`config.mk`:
```
export PLATFORM = sky130hd
export DESIGN_NAME = gcd_ctrl_fsm_flat
export DESIGN_NICKNAME = d
export VERILOG_FILES = /design/src/rtl/gcd_ctrl_fsm_if.sv /design/src/rtl/gcd_ctrl_fsm.sv /design/src/flat_wrapper.sv
export SDC_FILE = /design/constraint.sdc
export NUM_CORES = 1
export LEC_CHECK = 0
export CORE_AREA = 8 8 45 47
export CTS_CLUSTER_DIAMETER = 120
export DETAILED_ROUTE_END_ITERATION = 12
export DIE_AREA = 0 0 53 55
export GPL_TIMING_DRIVEN = 0
export HOLD_SLACK_MARGIN = 0.05
export SLEW_MARGIN = 15
export SYNTH_ARGS = -nofsm -noshare
export SYNTH_HDL_FRONTEND = slang
export SYNTH_SLANG_ARGS = --single-unit
export TNS_END_PERCENT = 20
```
`constraint.sdc`:
```
create_clock -name clk -period 1.6 [get_ports clk]
set_input_delay 0.48 -clock clk [delete_from_list [all_inputs] [get_ports clk]]
set_output_delay 0.48 -clock clk [all_outputs]
set_load 0.01 [all_outputs]
```
`src/rtl/gcd_ctrl_fsm_if.sv`:
```
// Handshake and datapath-control bundle for gcd_ctrl_fsm.
// slave  : the controller (receives start/ack and datapath flags, drives controls)
// master : the requester plus the datapath (drives start/ack and flags)
interface gcd_ctrl_fsm_if;
  logic start;
  logic ack;
  logic x_eq_y;
  logic x_lt_y;
  logic x_zero;
  logic y_zero;
  logic enable;
  logic ld_x;
  logic ld_y;
  logic sel_x;
  logic sel_y;
  logic GCD_in;
  logic busy;
  logic done;
  logic err;

  modport master (
    output start, ack, x_eq_y, x_lt_y, x_zero, y_zero,
    input  enable, ld_x, ld_y, sel_x, sel_y, GCD_in, busy, done, err
  );

  modport slave (
    input  start, ack, x_eq_y, x_lt_y, x_zero, y_zero,
    output enable, ld_x, ld_y, sel_x, sel_y, GCD_in, busy, done, err
  );
endinterface

```
`src/rtl/gcd_ctrl_fsm.sv`:
```
// Controller for the 4-bit subtractive GCD datapath.
// Moore FSM: load, compare, subtract, write-back, then hold done/err until ack.
// Optional macro GCD_CTRL_TIMEOUT_EN builds an iteration counter that ends a
// run in ERR once MAX_ITER subtractions have been made without convergence.
module gcd_ctrl_fsm #(
  parameter int MAX_ITER = 15,
  parameter int CNT_W    = 5
) (
  input logic         clk,
  input logic         reset,
  gcd_ctrl_fsm_if.slave bus
);

  localparam logic [2:0] S_IDLE  = 3'd0;
  localparam logic [2:0] S_LOAD  = 3'd1;
  localparam logic [2:0] S_CHECK = 3'd2;
  localparam logic [2:0] S_SUB_X = 3'd3;
  localparam logic [2:0] S_SUB_Y = 3'd4;
  localparam logic [2:0] S_WRITE = 3'd5;
  localparam logic [2:0] S_DONE  = 3'd6;
  localparam logic [2:0] S_ERR   = 3'd7;

  // The counter must be able to hold MAX_ITER without wrapping.
  if ((64'd1 << CNT_W) <= 64'(MAX_ITER)) begin : g_cnt_w_check
    $error("gcd_ctrl_fsm: CNT_W too narrow for MAX_ITER");
  end

  logic [2:0] state_q, state_d;
  logic       timeout;

`ifdef GCD_CTRL_TIMEOUT_EN
  localparam logic [CNT_W-1:0] CNT_MAX  = '1;
  localparam logic [CNT_W-1:0] ITER_LIM = CNT_W'(MAX_ITER);

  logic [CNT_W-1:0] cnt_q, cnt_d;

  // Iteration counter: cleared on load, saturating increment per subtract step.
  always_comb begin
    cnt_d = cnt_q;
    if (state_q == S_LOAD) begin
      cnt_d = '0;
    end else if ((state_q == S_SUB_X || state_q == S_SUB_Y) && cnt_q != CNT_MAX) begin
      cnt_d = cnt_q + 1'b1;
    end
  end

  // Counter register.
  always_ff @(posedge clk or posedge reset) begin
    if (reset) cnt_q <= '0;
    else       cnt_q <= cnt_d;
  end

  assign timeout = (cnt_q == ITER_LIM);
`else
  assign timeout = 1'b0;
`endif

  // Next-state logic; CHECK priority: zero operand, equal, timeout, less-than.
  always_comb begin
    state_d = state_q;
    case (state_q)
      S_IDLE:  if (bus.start) state_d = S_LOAD;
      S_LOAD:  state_d = S_CHECK;
      S_CHECK: begin
        if (bus.x_zero || bus.y_zero) state_d = S_ERR;
        else if (bus.x_eq_y)          state_d = S_WRITE;
        else if (timeout)             state_d = S_ERR;
        else if (bus.x_lt_y)          state_d = S_SUB_Y;
        else                          state_d = S_SUB_X;
      end
      S_SUB_X: state_d = S_CHECK;
      S_SUB_Y: state_d = S_CHECK;
      S_WRITE: state_d = S_DONE;
      S_DONE:  if (bus.ack) state_d = S_IDLE;
      S_ERR:   if (bus.ack) state_d = S_IDLE;
      default: state_d = S_IDLE;
    endcase
  end

  // State register.
  always_ff @(posedge clk or posedge reset) begin
    if (reset) state_q <= S_IDLE;
    else       state_q <= state_d;
  end

  // Moore output decode from the state register.
  always_comb begin
    bus.enable = 1'b0;
    bus.ld_x   = 1'b0;
    bus.ld_y   = 1'b0;
    bus.sel_x  = 1'b0;
    bus.sel_y  = 1'b0;
    bus.GCD_in = 1'b0;
    bus.busy   = (state_q != S_IDLE);
    bus.done   = 1'b0;
    bus.err    = 1'b0;
    case (state_q)
      S_LOAD: begin
        bus.enable = 1'b1;
        bus.ld_x   = 1'b1;
        bus.ld_y   = 1'b1;
      end
      S_SUB_X: begin
        bus.enable = 1'b1;
        bus.ld_x   = 1'b1;
        bus.sel_x  = 1'b1;
      end
      S_SUB_Y: begin
        bus.enable = 1'b1;
        bus.ld_y   = 1'b1;
        bus.sel_y  = 1'b1;
      end
      S_WRITE: bus.GCD_in = 1'b1;
      S_DONE:  bus.done   = 1'b1;
      S_ERR: begin
        bus.done = 1'b1;
        bus.err  = 1'b1;
      end
      default: ;
    endcase
  end

endmodule

```
`src/flat_wrapper.sv`:
```
// flat-port wrapper written by rule: the top's interface ports become plain ports
module gcd_ctrl_fsm_flat 
#(
  parameter int MAX_ITER = 15,
  parameter int CNT_W    = 5
)
  (clk, reset, bus_start, bus_ack, bus_x_eq_y, bus_x_lt_y, bus_x_zero, bus_y_zero, bus_enable, bus_ld_x, bus_ld_y, bus_sel_x, bus_sel_y, bus_GCD_in, bus_busy, bus_done, bus_err);
  gcd_ctrl_fsm_if bus_i ();
  input logic clk;
  input logic reset;
  input wire logic [$bits(bus_i.start)-1:0] bus_start;
  input wire logic [$bits(bus_i.ack)-1:0] bus_ack;
  input wire logic [$bits(bus_i.x_eq_y)-1:0] bus_x_eq_y;
  input wire logic [$bits(bus_i.x_lt_y)-1:0] bus_x_lt_y;
  input wire logic [$bits(bus_i.x_zero)-1:0] bus_x_zero;
  input wire logic [$bits(bus_i.y_zero)-1:0] bus_y_zero;
  output wire logic [$bits(bus_i.enable)-1:0] bus_enable;
  output wire logic [$bits(bus_i.ld_x)-1:0] bus_ld_x;
  output wire logic [$bits(bus_i.ld_y)-1:0] bus_ld_y;
  output wire logic [$bits(bus_i.sel_x)-1:0] bus_sel_x;
  output wire logic [$bits(bus_i.sel_y)-1:0] bus_sel_y;
  output wire logic [$bits(bus_i.GCD_in)-1:0] bus_GCD_in;
  output wire logic [$bits(bus_i.busy)-1:0] bus_busy;
  output wire logic [$bits(bus_i.done)-1:0] bus_done;
  output wire logic [$bits(bus_i.err)-1:0] bus_err;
  assign bus_i.start = bus_start;
  assign bus_i.ack = bus_ack;
  assign bus_i.x_eq_y = bus_x_eq_y;
  assign bus_i.x_lt_y = bus_x_lt_y;
  assign bus_i.x_zero = bus_x_zero;
  assign bus_i.y_zero = bus_y_zero;
  assign bus_enable = bus_i.enable;
  assign bus_ld_x = bus_i.ld_x;
  assign bus_ld_y = bus_i.ld_y;
  assign bus_sel_x = bus_i.sel_x;
  assign bus_sel_y = bus_i.sel_y;
  assign bus_GCD_in = bus_i.GCD_in;
  assign bus_busy = bus_i.busy;
  assign bus_done = bus_i.done;
  assign bus_err = bus_i.err;
  gcd_ctrl_fsm #(.MAX_ITER(MAX_ITER), .CNT_W(CNT_W)) u_core (.clk(clk), .reset(reset), .bus(bus_i));
endmodule
```
==> summary.md, run 1 <==
| Metric | Value |
|---|---|
| Fin Hold WS | `0.399 ns` |
| Unrepaired setup endpoints after global routing | `yes` |
| Outcome | `complete, but fails checks` |
| Tot GR Track Use | `6.62%` |
| Wire per inst | `11.2 um` |
| Synth cell types | `21` |
| CP Max Fanout | `7` |
| Overflow after GRT | `0` |
| Sequential area share after synthesis | `31.1%` |
| Clock Skews | `0.00988 ns` |
| Fmax | `591 MHz` |
| Setup-failing EPs final | `2` |
| Largest net degree at the start of global routing | `9` |
| Global-route wire length before repair | `1.34 mm` |
| Req. time, crit path | `1.12 ns` |
| Min Clock Period, post-route | `1.69 ns` |
| Post-detail-place hpwl | `554 um` |
| Period utilisation layout | `106%` |
| CTS tree | `done` |
| Top reg by flops | `u_core.state_q` |
| Max rail drop VDD | `0.367 mV` |
| Post-synthesis register bit count | `3` |
| Post-Syn Area | `241 um^2` |
| Clk sinks | `3` |
| Most frequent cells after synthesis | `5 x nor2_1, 4 x o21ai_0, 3 x dfrtp_1, 2 x nand2_1, 2 x nor2b_1` |
| Synth top area share | `31.1%` |
| Crit end category | `output port` |
| CTS H-Tree Depth | `1` |
| Worst r2r src | `u_core.state_q[2]$_DFFE_PP0P_` |
| Initial Utilization | `17.5%` |
| Post-synth EDFFs | `0` |
| Max FFs per register | `3` |
| Die height | `55 um` |
| Core box area | `0.00138 mm^2` |
| Final Util | `34.7%` |
| Largest cells by area after synthesis | `dfrtp_1 31%, o21ai_0 8.3%, nor2_1 7.8%, nor2b_1 5.2%, buf_6 4.7%` |
| Ys Warns | `0` |
| DRC viols | `0` |
| Reg-to-reg setup timing slack | `0.43 ns` |
| Input/output buffers | `16` |
| Synth Net Count | `40` |
| Worst Setup Slack, final | `-0.0925 ns` |
| Row count | `14` |
| First drt pass iteration count | `3` |
| Cts hold-fix bufs | `0` |
| Cells after Synth | `32` |
| Drt initial violations | `1` |
| Failing checks | `negative setup slack` |
| Routed WL | `848 um` |
| GP Congestion | `0.742` |
| Crit path kind | `flop to output port` |
| Pwr Density | `1850 mW/mm^2` |
| Number of global-route vias before repair | `323` |
| Crit path from | `u_core.state_q[1]$_DFFE_PP0P_` |
| Leakage | `0.238 nW` |
| Final max-slew violation count | `0` |
| Horizontal die dimension | `53 um` |
| Most frequent cell after synthesis | `nor2_1` |
| Via count | `319` |
| Synthesized area per cell | `7.55 um^2` |
| Post-synth top flop | `dfrtp_1` |
| Synth async-reset ratio | `100%` |
| Layout overhead on the synthesized area | `99.0%` |
| Die area | `0.00292 mm^2` |
| Worst Hold Class | `input port to asynchronous set/reset pin` |
| Worst-Margin Slew | `0.234 ns` |
| Ports | `17` |
| Clock Latency Late Sink | `0.25 ns` |
| Top flop regs | `u_core.state_q (3)` |
| Startpoint types | `flop` |
| Vias/cell | `4.20` |
| Count of final hold-check violations | `0` |
| CTS buffer count | `3` |
| Clock-pin slew on the worst setup and hold paths | `0.05 ns` |
| Initial antenna violation count | `0` |
| Share of cells above drive strength 1 | `46.7%` |
| Crit path DAT | `1.21 ns` |
| Final #Nets | `69` |
| ANT nets after route | `0` |
| CTS root buf | `clkbuf_4` |
| Ant diodes | `0` |
| Max capacitance violation total | `0` |
| CTS Buffer Depth | `2` |
| Synth area leader | `dfrtp_1` |
| Rel. slew slack | `84.3%` |
[kinds of logic after synthesis]
group	after synthesis	synth area share (%)
AO/OA/AOI/OAI	8	18.7
buffers and inverters	3	7.77
flip-flops	3	31.1
AND/OR/NAND/NOR	18	42.5
[final timing paths]
path / endpoint / cells past startpoint
hold / removal: u_core.state_q[1]$_DFFE_PP0P_ / 2
setup / recovery: bus_busy / 3
setup reg to reg: u_core.state_q[0]$_DFFE_PP0P_ / 5
hold reg to reg: u_core.state_q[0]$_DFFE_PP0P_ / 3
min in group clk: u_core.state_q[0]$_DFFE_PP0P_ / 3
max in group asynchronous: u_core.state_q[2]$_DFFE_PP0P_ / 2
[cell usage in the layout, fill, tap and decap left out, drive strengths merged]
cell type	netlist	routed
o21ai	5	5
nor2	5	5
nand3	1	1
or3	1	1
nor2b	2	2
o31ai	1	1
and2	2	2
buf	1	16
a21oi	1	1
nand2b	2	2
inv	2	2
nor4	1	1
clkbuf	0	6
nand2	2	2
a22oi	1	1
and3	1	1
clkdlybuf4s50	0	7
dfrtp	3	3
and4b	1	1
[metrics by stage]
stage	setup slack [ns]	power [mW]	setup TNS, ns	cell area, um^2	std cells
after global placement	-0.241	0.644	-1.39	422	64
after floorplan	0.239	0.411	0	241	32
final	-0.0925	0.888	-0.123	480	76
after detailed placement	-0.262	0.649	-1.45	422	64
after CTS	-0.0849	0.871	-0.0849	480	75
after global routing	-0.131	0.973	-0.257	480	76
[cell type report]
class,count,area (um^2)
tap,16,20.0
multi-input combinational,26,163
timing repair buffer,24,175
inverter,2,7.51
sequential,3,77.6
buffer,1,11.3
fill,176,903
clock buffer,4,26.3
[critical path: stages (launching register included)]
cell     delay, ns
dfrtp_1       0.39
buf_6         0.14
or3_1         0.29
buf_2         0.14
[routing by layer]
metal / vias up / wire (um) / GRT usage [%]
li1: 166 / - / -
met1: 137 / 316 / 5.33
met2: 14 / 439 / 10.9
met3: 2 / 73 / 3.21
met4: 0 / 17 / 7.76
met5: - / 0 / 0
[power breakdown]
| part | internal [mW] | switching (mW) | total, mW |
|---|---|---|---|
| registers | 0.118 | 0.0438 | 0.162 |
| clock network | 0.0942 | 0.0512 | 0.145 |
| logic | 0.329 | 0.253 | 0.581 |
[timing repair]
action | CTS | global route
gates resized for setup | 36 | 3
endpoints found under the setup margin | 9 | 7
setup buffers | 7 | 1
Note: power is estimated with default switching activity, not from simulation.
==> inputs of run 2 (changes only) <==
--- a/config.mk
+++ b/config.mk
@@ -11,6 +11,7 @@
 export DIE_AREA = 0 0 53 55
 export GPL_TIMING_DRIVEN = 0
 export HOLD_SLACK_MARGIN = 0.05
+export RECOVER_POWER = 100
 export SLEW_MARGIN = 15
 export SYNTH_ARGS = -nofsm -noshare
 export SYNTH_HDL_FRONTEND = slang
==> run 2 against run 1 <==
The flow still finishes with violations (negative setup slack). Non-clock buffer count is the same. Global-route usage did not move. Die area unchanged. Wire length grew 0.12%. Flip-flop and latch count is the same. Sequential share of layout area is essentially flat. Clock power is essentially flat. Clock skew about the same. Clock-buffer cell count is the same. Critical path depth unchanged. Combinational power down 4.6%. Critical endpoint unchanged.
==> summary.md, run 2 (synthesis results as in run 1) <==
| Metric | Value |
|---|---|
| Outcome | `complete, but fails checks (unchanged)` |
| Failing checks | `negative setup slack (unchanged)` |
| Initial Utilization | `17.5% (unchanged)` |
| Crit path DAT | `1.21 ns (about the same)` |
| Worst Hold Class | `input port to asynchronous set/reset pin (unchanged)` |
| Max capacitance violation total | `0 (unchanged)` |
| CTS Buffer Depth | `2 (unchanged)` |
| Via count | `319 (unchanged)` |
| Overflow after GRT | `0 (unchanged)` |
| Critical path's slowest cell | `dfrtp_1 (unchanged)` |
| Startpoint types | `flop (unchanged)` |
| Final max-slew violation count | `0 (unchanged)` |
| Final #Nets | `69 (unchanged)` |
| Core box area | `0.00138 mm^2 (unchanged)` |
| Die area | `0.00292 mm^2 (unchanged)` |
| Worst-Margin Slew | `0.234 ns (unchanged)` |
| Crit end category | `output port (unchanged)` |
| Largest net degree at the start of global routing | `9 (unchanged)` |
| Min Clock Period, post-route | `1.69 ns (about the same)` |
| Row count | `14 (unchanged)` |
| Period utilisation layout | `106% (about the same)` |
| Max rail drop VDD | `0.364 mV (was 0.367 mV)` |
| Max incr delay on CP | `0.39 ns (about the same)` |
| Vias/cell | `4.20 (unchanged)` |
| Commonest non-fill, non-tap cell in the layout | `buf_4 (unchanged)` |
| CTS tree | `done (unchanged)` |
| Crit path kind | `flop to output port (unchanged)` |
| Setup-failing EPs final | `2 (unchanged)` |
| Top reg by flops | `u_core.state_q (unchanged)` |
| Tot GR Track Use | `6.62% (unchanged)` |
| Clock Skews | `0.00988 ns (about the same)` |
| Unrepaired setup endpoints after global routing | `yes (unchanged)` |
| CTS H-Tree Depth | `1 (unchanged)` |
| Top flop regs | `u_core.state_q (3) (unchanged)` |
| Worst Setup Slack, final | `-0.0922 ns (was -0.0925 ns)` |
| Count of final hold-check violations | `0 (unchanged)` |
| Initial antenna violation count | `0 (unchanged)` |
| CTS buffer count | `3 (unchanged)` |
| Die height | `55 um (unchanged)` |
| Final std cells w/o fill | `76 (unchanged)` |
| Leading cell types in the layout, fill and taps excluded | `7 x buf_4, 6 x buf_2, 5 x nor2_1, 5 x o21ai_0, 5 x clkdlybuf4s50_1 (was 8 x buf_4, 7 x clkdlybuf4s50_1, 7 x buf_2)` |
| Clock-pin slew on the worst setup and hold paths | `0.05 ns (about the same)` |
| Crit-path cells | `buf_6, or3_1, buf_2 (unchanged)` |
| Input/output buffers | `16 (unchanged)` |
| Dpl cells | `64 (unchanged)` |
| DRC viols | `0 (unchanged)` |
| First drt pass iteration count | `3 (unchanged)` |
| Horizontal die dimension | `53 um (unchanged)` |
| Ant diodes | `0 (unchanged)` |
| Leakage | `0.229 nW (was 0.238 nW)` |
| Max FFs per register | `3 (unchanged)` |
| Wire per inst | `11.2 um (about the same)` |
| Post-detail-place hpwl | `554 um (unchanged)` |
| Final Util | `34.1% (was 34.7%)` |
| Rel. slew slack | `84.3% (unchanged)` |
| Clk sinks | `3 (unchanged)` |
| Fmax | `591 MHz (about the same)` |
| Ports | `17 (unchanged)` |
| Clock Latency Late Sink | `0.25 ns (about the same)` |
| Drt initial violations | `1 (unchanged)` |
| ANT nets after route | `0 (unchanged)` |
| CTS root buf | `clkbuf_4 (unchanged)` |
| GP Congestion | `0.742 (unchanged)` |
| Global-route wire length before repair | `1.34 mm (unchanged)` |
| Req. time, crit path | `1.12 ns (about the same)` |
| Layout overhead on the synthesized area | `95.3% (was 99.0%)` |
| Number of global-route vias before repair | `323 (unchanged)` |
| Pwr Density | `1820 mW/mm^2 (was 1850 mW/mm^2)` |
| Cts hold-fix bufs | `0 (unchanged)` |
| Routed WL | `849 um (was 848 um)` |
| CP Max Fanout | `7 (unchanged)` |
| Share of cells above drive strength 1 | `40.0% (was 46.7%)` |
[run 2: path summary, 6_finish.rpt]
path / startpoint / endpoint / slack [ns] / depth (start not counted)
min reg2reg: u_core.state_q[0]$_DFFE_PP0P_ / u_core.state_q[0]$_DFFE_PP0P_ / 0.77 / 3
max in group asynchronous: reset / u_core.state_q[2]$_DFFE_PP0P_ / 0.91 / 2
max reg2reg: u_core.state_q[2]$_DFFE_PP0P_ / u_core.state_q[0]$_DFFE_PP0P_ / 0.42 / 5
min: reset / u_core.state_q[1]$_DFFE_PP0P_ / 0.54 / 2
min in group clk: u_core.state_q[0]$_DFFE_PP0P_ / u_core.state_q[0]$_DFFE_PP0P_ / 0.77 / 3
max: u_core.state_q[1]$_DFFE_PP0P_ / bus_busy / -0.09 / 3
[run 2: area by class of cell]
| class | count | area (um^2) |
|---|---|---|
| sequential | 3 | 76.3 |
| inverter | 2 | 7.51 |
| clock buffer | 4 | 26.3 |
| tap | 16 | 20.0 |
| multi-input combinational | 26 | 160 |
| fill | 173 | 912 |
| buffer | 1 | 11.3 |
| timing repair buffer | 24 | 170 |
[run 2: timing repair]
| action | in CTS | in global routing |
|---|---|---|
| resized for setup | 36 | 3 |
| setup buffers | 7 | 1 |
| endpoints found under the setup margin | 9 | 7 |
[run 2: critical path: cells and delay by family (launching register included)]
kind                   cells  cell delay (ns)
buffers and inverters      2             0.28
flip-flops                 1             0.39
AND/OR/NAND/NOR            1             0.29
[run 2: through the flow]
stage | setup slack (ns) | power, mW | instance area, um^2 | hold WS (ns) | setup TNS, ns
floorplan | 0.239 | 0.411 | 241 | 0.234 | 0
detailed placement | -0.262 | 0.649 | 422 | 0.645 | -1.45
global route | -0.131 | 0.941 | 472 | 0.565 | -0.336
CTS | -0.0849 | 0.871 | 480 | 0.411 | -0.0849
finish | -0.0922 | 0.858 | 472 | 0.537 | -0.122
global placement | -0.241 | 0.644 | 422 | 0.637 | -1.39
[run 2: power by group]
part	leakage, nW	internal, mW	switching, mW
Combinational	0.181	0.303	0.251
Clock	0.0150	0.0942	0.0511
Sequential	0.0339	0.115	0.0435
[run 2: routing by layer]
layer / vias up / routed length (um) / track usage, %
met3: 2 / 73 / 3.21
met1: 137 / 321 / 5.33
met4: 0 / 17 / 7.76
met2: 14 / 435 / 10.9
met5: - / 0 / 0
li1: 166 / - / -
==> inputs of run 3 (changes only) <==
--- a/config.mk
+++ b/config.mk
@@ -6,12 +6,12 @@
 export NUM_CORES = 1
 export LEC_CHECK = 0
 export CORE_AREA = 8 8 45 47
-export CTS_CLUSTER_DIAMETER = 120
 export DETAILED_ROUTE_END_ITERATION = 12
 export DIE_AREA = 0 0 53 55
 export GPL_TIMING_DRIVEN = 0
 export HOLD_SLACK_MARGIN = 0.05
 export RECOVER_POWER = 100
+export SETUP_SLACK_MARGIN = 0.05
 export SLEW_MARGIN = 15
 export SYNTH_ARGS = -nofsm -noshare
 export SYNTH_HDL_FRONTEND = slang
==> run 3 against run 2 <==
The flow still finishes with violations (negative setup slack). Clock skew about the same. Flip-flop and latch count is the same. Core utilization increased by 2.0 points. Non-clock buffer count unchanged. Highest routed layer unchanged. Largest power group unchanged.
==> summary.md, run 3 (synthesis results as in run 1) <==
| Metric | Value |
|---|---|
| Outcome | `complete, but fails checks (unchanged)` |
| Failing checks | `negative setup slack (unchanged)` |
| Post-Place Cell Area | `422 um^2 (unchanged)` |
| Row count | `14 (unchanged)` |
| Die height | `55 um (unchanged)` |
| Worst r2r src | `u_core.state_q[2]$_DFFE_PP0P_ (unchanged)` |
| Pwr Density | `1880 mW/mm^2 (was 1820 mW/mm^2)` |
| CTS tree | `done (unchanged)` |
| Ports | `17 (unchanged)` |
| Period utilisation layout | `106% (about the same)` |
| Commonest non-fill, non-tap cell in the layout | `buf_4 (unchanged)` |
| Final #Nets | `69 (unchanged)` |
| Critical path depth in cells | `3 (unchanged)` |
| Setup tns final | `-0.121 ns (was -0.122 ns)` |
| Vias/cell | `4.29 (was 4.20)` |
| Layout overhead on the synthesized area | `107% (was 95.3%)` |
| CP Capture Point | `bus_busy (unchanged)` |
| CTS root buf | `clkbuf_4 (unchanged)` |
| Number of fill cells | `170 (was 173)` |
| Max capacitance violation total | `0 (unchanged)` |
| CTS buffer count | `3 (unchanged)` |
| Post-detail-place hpwl | `554 um (unchanged)` |
| Routed WL | `868 um (was 849 um)` |
| Horizontal die dimension | `53 um (unchanged)` |
| DRC viols | `0 (unchanged)` |
| Crit-path cells | `buf_6, or3_1, buf_2 (unchanged)` |
| Total Power | `0.938 mW (was 0.858 mW)` |
| Ant diodes | `0 (unchanged)` |
| Unrepaired setup endpoints after global routing | `yes (unchanged)` |
| WP buf/inv | `2 (unchanged)` |
| CTS Buffer Depth | `2 (unchanged)` |
| Crit end category | `output port (unchanged)` |
| Fin Hold WS | `0.536 ns (was 0.537 ns)` |
| Crit path kind | `flop to output port (unchanged)` |
| Share of cells above drive strength 1 | `46.7% (was 40.0%)` |
| Critical path's slowest cell | `dfrtp_1 (unchanged)` |
| Clock Latency Late Sink | `0.25 ns (about the same)` |
| Setup-failing EPs final | `3 (was 2)` |
| Global-route wire length before repair | `1.40 mm (was 1.34 mm)` |
| Clock Skews | `0.00988 ns (about the same)` |
| GP Congestion | `0.742 (unchanged)` |
| Cts hold-fix bufs | `0 (unchanged)` |
| Clk sinks | `3 (unchanged)` |
| Largest net degree at the start of global routing | `8 (was 9)` |
| Initial antenna violation count | `0 (unchanged)` |
| Wire per inst | `11.4 um (was 11.2 um)` |
| CP Max Fanout | `7 (unchanged)` |
| Reg2Reg Depth | `5 (unchanged)` |
| Die area | `0.00292 mm^2 (unchanged)` |
| Crit path DAT | `1.22 ns (was 1.21 ns)` |
| Max incr delay on CP | `0.39 ns (about the same)` |
| Crit path from | `u_core.state_q[1]$_DFFE_PP0P_ (unchanged)` |
| Initial Utilization | `17.5% (unchanged)` |
| Core box area | `0.00138 mm^2 (unchanged)` |
| Overflow after GRT | `0 (unchanged)` |
| Clock-pin slew on the worst setup and hold paths | `0.05 ns (about the same)` |
| Number of global-route vias before repair | `335 (was 323)` |
| Register area | `77.6 um^2 (was 76.3 um^2)` |
| Post-route cell area | `499 um^2 (was 472 um^2)` |
| Via count | `326 (was 319)` |
| Fmax | `589 MHz (was 591 MHz)` |
| Min Clock Period, post-route | `1.70 ns (was 1.69 ns)` |
| ANT nets after route | `0 (unchanged)` |
| Startpoint types | `flop (unchanged)` |
| Max FFs per register | `3 (unchanged)` |
| Rel. slew slack | `84.3% (unchanged)` |
| Worst Setup Slack, final | `-0.0972 ns (was -0.0922 ns)` |
| Tot GR Track Use | `6.89% (was 6.62%)` |
| First drt pass iteration count | `3 (unchanged)` |
| Input/output buffers | `16 (unchanged)` |
| Worst-Margin Slew | `0.234 ns (unchanged)` |
| Worst Hold Class | `input port to asynchronous set/reset pin (unchanged)` |
| Leakage | `0.238 nW (was 0.229 nW)` |
| Count of final hold-check violations | `0 (unchanged)` |
| CTS H-Tree Depth | `1 (unchanged)` |
| Leading cell types in the layout, fill and taps excluded | `7 x buf_4, 5 x nor2_1, 5 x clkdlybuf4s50_1, 5 x buf_2 (was 7 x buf_4, 6 x buf_2, 5 x nor2_1, 5 x o21ai_0, 5 x clkdlybuf4s50_1)` |
| Top flop regs | `u_core.state_q (3) (unchanged)` |
| Max rail drop VDD | `0.376 mV (was 0.364 mV)` |
| Final max-slew violation count | `0 (unchanged)` |
| Top reg by flops | `u_core.state_q (unchanged)` |
| Req. time, crit path | `1.12 ns (about the same)` |
| Reg-to-reg endpoint | `u_core.state_q[0]$_DFFE_PP0P_ (unchanged)` |
| Drt initial violations | `2 (was 1)` |
| Area of the multi-input gates | `166 um^2 (was 160 um^2)` |
| Reg-to-reg setup timing slack | `0.42 ns (about the same)` |
| Crit-path leading delay family | `flip-flops (unchanged)` |
run 3: worst register-to-register path, stage by stage, from the launching register on:
cell	delay, ns
dfrtp_2	0.42
buf_6	0.13
buf_4	0.12
nor2_1	0.16
o21ai_0	0.12
o21ai_0	0.15
run 3: final cells by class:
class	count	area share [%]
Clock buffer	4	5.26
Multi-Input combinational cell	26	33.3
Buffer	1	2.26
Inverter	2	1.50
Sequential cell	3	15.5
Tap cell	16	4.01
Timing Repair Buffer	24	38.1
run 3: repair_timing:
item	CTS	global route
hold endpoints to repair	0	0
resized for setup	44	2
endpoints found under the setup margin	9	7
setup buffers	8	0
pin swaps	1	2
run 3: through the flow:
step,utilization (%),setup WS [ns],instances
3_3_place_gp,30.5,-0.241,64
3_5_place_dp,30.5,-0.262,64
2_1_floorplan,-,0.239,32
6_report,36.1,-0.0972,76
5_1_grt,36.1,-0.130,76
4_1_cts,35.5,-0.0826,76
run 3: report_power, final:
part	total, mW	leakage, nW	switching, mW	internal (mW)
registers	0.165	0.0327	0.0473	0.118
logic	0.627	0.190	0.266	0.362
clock network	0.145	0.0150	0.0512	0.0942
run 3: metal layers:
| metal | vias to the layer above | track usage, % | wire length (um) |
|---|---|---|---|
| li1 | 166 | - | - |
| met1 | 144 | 5.33 | 293 |
| met2 | 14 | 11.7 | 463 |
| met3 | 2 | 3.48 | 94 |
| met4 | 0 | 7.76 | 17 |
| met5 | - | 0 | 0 |
run 3: worst min path at each step:
stage / slack (ns) / depth (start not counted) / from / to
CTS: 0.41 / 2 / reset / u_core.state_q[1]$_DFFE_PP0P_
global route: 0.56 / 2 / reset / u_core.state_q[1]$_DFFE_PP0P_
detailed placement: 0.65 / 2 / u_core.state_q[2]$_DFFE_PP0P_ / u_core.state_q[0]$_DFFE_PP0P_
finish: 0.54 / 2 / reset / u_core.state_q[1]$_DFFE_PP0P_
floorplan: 0.23 / 1 / reset / u_core.state_q[0]$_DFFE_PP0P_
global placement: 0.64 / 2 / u_core.state_q[2]$_DFFE_PP0P_ / u_core.state_q[0]$_DFFE_PP0P_
